[config.mk]
export PLATFORM = sky130hd
export DESIGN_NAME = sipo_deframer
export DESIGN_NICKNAME = d
export VERILOG_FILES = /design/src/rtl/sipo_deframer.sv
export SDC_FILE = /design/constraint.sdc
export NUM_CORES = 1
export LEC_CHECK = 0
export ABC_CLOCK_PERIOD_IN_PS = 2700
export CAP_MARGIN = 10
export CORE_AREA = 2 2 39 41
export DETAILED_ROUTE_END_ITERATION = 8
export DIE_AREA = 0 0 41 43
export GPL_TIMING_DRIVEN = 1
export PLACE_DENSITY = 0.81
export SYNTH_ARGS = -nofsm -noshare
export SYNTH_HDL_FRONTEND = slang
export SYNTH_SLANG_ARGS = --single-unit
[constraint.sdc]
create_clock -name clk -period 2.7 [get_ports clk]
set_input_delay 0.27 -clock clk [delete_from_list [all_inputs] [get_ports clk]]
set_output_delay 0.27 -clock clk [all_outputs]
set_load 0.005 [all_outputs]
[src/rtl/sipo_deframer.sv]
// MSB-first serial-to-parallel deframer with registered valid/ready output and overrun flag.
// Optional even-parity bit after the LSB is compiled in with SIPO_DEFRAMER_PARITY_EN.
//
// state    | meaning
// ---------+-----------------------------------------------------------
// S_IDLE   | waiting for frame_start, serial_in ignored
// S_SHIFT  | capturing data bits, cnt = bits captured so far
// S_PARITY | capturing the trailing parity bit (parity build only)
module sipo_deframer #(
    parameter int WIDTH = 4
) (
    input  logic             clk,
    input  logic             rst,
    input  logic             frame_start,
    input  logic             serial_in,
    output logic [WIDTH-1:0] data_out,
    output logic             data_valid,
    input  logic             data_ready,
    output logic             busy,
    output logic             overrun,
    output logic             parity_err
);

    localparam int CW = $clog2(WIDTH) + 1;

    typedef enum logic [1:0] {
        S_IDLE   = 2'd0,
`ifdef SIPO_DEFRAMER_PARITY_EN
        S_PARITY = 2'd2,
`endif
        S_SHIFT  = 2'd1
    } state_t;

    state_t           state;
    state_t           state_nxt;
    logic [CW-1:0]    cnt;
    logic [WIDTH-1:0] sr;
    logic             last_bit;
    logic             complete;
    logic [WIDTH-1:0] word;
    logic             word_perr;
    logic             out_free;

    assign last_bit = (cnt == CW'(WIDTH - 1));
    assign out_free = !data_valid || data_ready;

    always_ff @(posedge clk or posedge rst) begin
        if (rst) begin
            state <= S_IDLE;
        end else begin
            state <= state_nxt;
        end
    end

    // frame_start always wins: it restarts a frame from any state
    always_comb begin
        state_nxt = state;
        case (state)
            S_IDLE: begin
                if (frame_start) state_nxt = S_SHIFT;
            end
            S_SHIFT: begin
                if (frame_start) begin
                    state_nxt = S_SHIFT;
                end else if (last_bit) begin
`ifdef SIPO_DEFRAMER_PARITY_EN
                    state_nxt = S_PARITY;
`else
                    state_nxt = S_IDLE;
`endif
                end
            end
`ifdef SIPO_DEFRAMER_PARITY_EN
            S_PARITY: begin
                state_nxt = frame_start ? S_SHIFT : S_IDLE;
            end
`endif
            default: state_nxt = S_IDLE;
        endcase
    end

    always_comb begin
        busy      = (state != S_IDLE);
        complete  = 1'b0;
        word      = {sr[WIDTH-2:0], serial_in};
        word_perr = 1'b0;
`ifdef SIPO_DEFRAMER_PARITY_EN
        if (state == S_PARITY && !frame_start) begin
            complete  = 1'b1;
            word      = sr;
            word_perr = ^{sr, serial_in};
        end
`else
        if (state == S_SHIFT && !frame_start && last_bit) begin
            complete = 1'b1;
        end
`endif
    end

    always_ff @(posedge clk or posedge rst) begin
        if (rst) begin
            sr  <= '0;
            cnt <= '0;
        end else if (frame_start) begin
            sr  <= {{(WIDTH-1){1'b0}}, serial_in};
            cnt <= CW'(1);
        end else begin
            if (state == S_SHIFT) sr <= {sr[WIDTH-2:0], serial_in};
            cnt <= (state_nxt == S_IDLE) ? '0 : cnt + CW'(1);
        end
    end

    always_ff @(posedge clk or posedge rst) begin
        if (rst) begin
            data_out   <= '0;
            data_valid <= 1'b0;
            parity_err <= 1'b0;
            overrun    <= 1'b0;
        end else begin
            overrun <= complete && !out_free;
            if (complete && out_free) begin
                data_out   <= word;
                data_valid <= 1'b1;
                parity_err <= word_perr;
            end else if (data_valid && data_ready) begin
                data_valid <= 1'b0;
            end
        end
    end

endmodule

==> metrics list <==
- Synthesis handed over a netlist of 48 instances.
- Maximum cell stage delay along the critical path: between 400 and 500 ps
- Counting flops and latches in the post-synthesis netlist gives 14.
* Power per Cell Area: ~500 mW/mm²
- STA classifies the critical path endpoint as a primary output.
- Routed wire per std cell: roughly 15 µm
- Of the cells placed in the final design, the portion with a size suffix greater than 1 is between 15 and 20%.
- The number of antenna diodes in the final layout is 0.
- Cell count after placement: 75
* Synthesized area divided by synthesized cell count: about 13 µm²
* Element type at the critical path start: register
- Final sum of negative setup slack: 0 ps
* Synthesis warning total: 0
- In this run the standard cell core region covers between 0.001 and 0.0015 mm².
- First-pass GRT wire length: around 1.9 mm
* Final critical-path share of the clock period: a little over three fifths
* Global routing's busiest layer: met2
* Clock root buffer master: clkbuf_4
- Worst vdd ir: 0.222 mV
- Final antenna-violating net count: 0
- Last weighted congestion value of the routability-driven placer: ~0.78
* Met3 Track Usage GR: roughly 4.7%
- The count of endpoints failing hold in the final timing report was 0.
- Detailed-route wire length: 1.18 mm
* Maximum buffer depth of the clock tree: 2
- Clock slew seen by the registers of the worst setup and hold paths: approximately 80 ps
- For this design, the slowest cell found on the critical path is clkdlybuf4s50_1.
- The clock arrives with approximately 4.3 ps of skew.
- The first detailed-routing pass ran for 4 iterations.
* DRC violation count after routing: 0
* Resize count post-CTS: 0
* Worst slew margin: between 60% and 70%
- Area of the mapped netlist: around 600 µm²
* Sequential cell area fraction in the yosys report: 58.3%
* Max frequency: slightly below 600 MHz
- Max-capacitance violation count: 0
* Post-layout minimum cycle time: between 1500 and 2000 ps
- Counting the fill cells in the layout gives between 100 and 150.
- The initial utilization of the core area, before any placement, comes to between 40% and 50%.
* Critical R2R Launch: cnt[0]
- The most critical setup path has its endpoint at busy.
* Cts-stage hold buffer count: 0
* Slew at the pin closest to its max-slew limit: 505 ps
* Number of buffers inserted to repair setup after CTS: 0
* Origin of the worst setup path: state[1]
- Data arrival time of the critical path: 1430 ps
- Detailed placement HPWL: 887 µm
* Max Fanout on Critical Path: 4
* Total global routing track utilization: between 10% and 20%
- Global routing usage on met1: 20.5%
* Count of final setup violators: 0
- The final-report max-slew violation count came to 0.
- DRT iter0 DRCs: 19
* Clock insertion delay at the later pin of the skew report: 280 ps
- Vias in the first global route: roughly 420
* Remaining global-route overflow: 0
- The floorplan has 14 rows.
- CP required: 2430 ps
- Setup repair after global routing left no endpoint under its margin.
- Deepest level of the CTS H-tree: 1
- For met2 alone, demand over resource in global routing was around 26%.
- In the routed layout, each cell is associated on average with a via count of between 5 and 6.
- Chip Width: a little over 40 µm
* Post-route cell area: 749 µm²
* Leakage: between 0.3 and 0.4 nW
- Final #Nets: around 70
- The netlist uses 19 different library cells.
- Entering global routing, the biggest net connects 15 pins.
- Buffers inserted during clock tree synthesis total 3.
* Type of the tightest min-delay check: in2async
- The signal on the critical path passes through or2_2, clkdlybuf4s50_1.
- Worst setup path class: reg2out
- From synthesis to final layout, the design area changed by 24.8%.
* Worst reg2reg setup slack: 1250 ps
- For this design, the sink count on the clock tree is 14.
* Total Die Area: roughly 0.0018 mm²
- Endpoint of the lowest-slack register-to-register path: data_out[2]
* Most frequent standard cell in the layout excluding fill and tap cells: dfrtp_1
* Antenna violations before repair: 0
* Total number of vias: 420
- After detailed placement, the total cell area comes to 727 µm².
- Cell count of the worst reg-to-reg path: 4
- Overall die height: roughly 43 µm
- Pin placement for this block handled 13 I/O pins.
- Clock tree from TritonCTS: yes
- On the final layout, the worst hold slack is between 300 and 400 ps.
- Port buffering added 11 buffers.
- In the layout the commonest cells are dfrtp_1 (14), clkdlybuf4s50_1 (11), nand2_1 (6).
- Post-route non-filler standard cell count: 78
- The run finished with clean final reports.
metal layers:
| metal | part of all wire (%) | vias to the layer above |
|---|---|---|
| li1 | - | 187 |
| met1 | 41 | 212 |
| met2 | 52 | 16 |
| met3 | 4.2 | 5 |
| met4 | 3.6 | 0 |
| met5 | 0 | - |
cell usage after synthesis:
library cell / instances / share of area [%]
nor2b_4: 1 / 2.3
buf_4: 1 / 1.3
o21ai_0: 1 / 0.83
ha_1: 2 / 4.2
nand2_1: 6 / 3.7
dfrtp_1: 14 / 58
nand4_4: 1 / 3.5
a21oi_1: 3 / 2.5
o31ai_1: 1 / 1.3
nor2_1: 2 / 1.3
nor4_1: 1 / 1.0
inv_1: 4 / 2.5
and4_2: 1 / 1.7
conb_1: 1 / 0.62
nand3_1: 2 / 1.7
or2b_1: 1 / 1.3
or2_2: 1 / 1.0
mux2_4: 4 / 10
nand2b_1: 1 / 1.0
layout make-up:
| cell class | instances | area (µm²) | area share (%) |
|---|---|---|---|
| inverters | 4 | 15.0 | 2.00 |
| multi-input cells | 30 | 231 | 30.9 |
| flip-flops and latches | 14 | 350 | 46.7 |
| repair buffers | 11 | 110 | 14.7 |
| clock buffers | 3 | 22.5 | 3.01 |
| well taps | 16 | 20.0 | 2.67 |
worst max-delay path, delay by kind of cell (launching register included):
kind | cells | cell delay, ps
buffers and inverters | 1 | 440
and+or+nand+nor | 1 | 290
DFF | 1 | 420
registers in the layout (all words and copies together) (netlist names):
| signal | cells |
|---|---|
| cnt | 3 |
| data_out | 4 |
| data_valid | 1 |
| overrun | 1 |
| sr | 3 |
| state | 2 |
stage by stage:
step | worst slack (ps) | utilization, % | power [mW]
after floorplan | 1350 | - | 0.245
after global placement | 1150 | 52.5 | 0.261
after detailed placement | 1100 | 52.5 | 0.262
after CTS | 981 | 54.2 | 0.377
after global routing | 942 | 54.2 | 0.393
final | 1000 | 54.2 | 0.372
power by group:
part           internal, mW  switching, mW
clock network        0.0518         0.0621
registers             0.217        0.00579
logic                0.0188         0.0162
logic make-up after synthesis:
| kind of cell | after synthesis | synth area share, % |
|---|---|---|
| AND/OR/NAND/NOR | 17 | 18.5 |
| adder cells (fa/ha/maj) | 2 | 4.17 |
| buffers and inverters | 5 | 3.75 |
| flip-flops | 14 | 58.3 |
| other | 1 | 0.624 |
| multiplexers | 4 | 10.0 |
| AO/OA/AOI/OAI | 5 | 4.58 |
how the worst min path moves through the flow:
stage | from | to | slack (ps) | cells past startpoint
2_1_floorplan | rst | cnt[0] | 160 | 1
3_3_place_gp | cnt[0] | cnt[0] | 470 | 1
3_5_place_dp | cnt[0] | cnt[0] | 480 | 1
4_1_cts | rst | data_out[3] | 340 | 2
5_1_grt | rst | data_out[3] | 370 | 2
6_report | rst | data_out[3] | 310 | 2
Power figures use the tool's default switching activity.
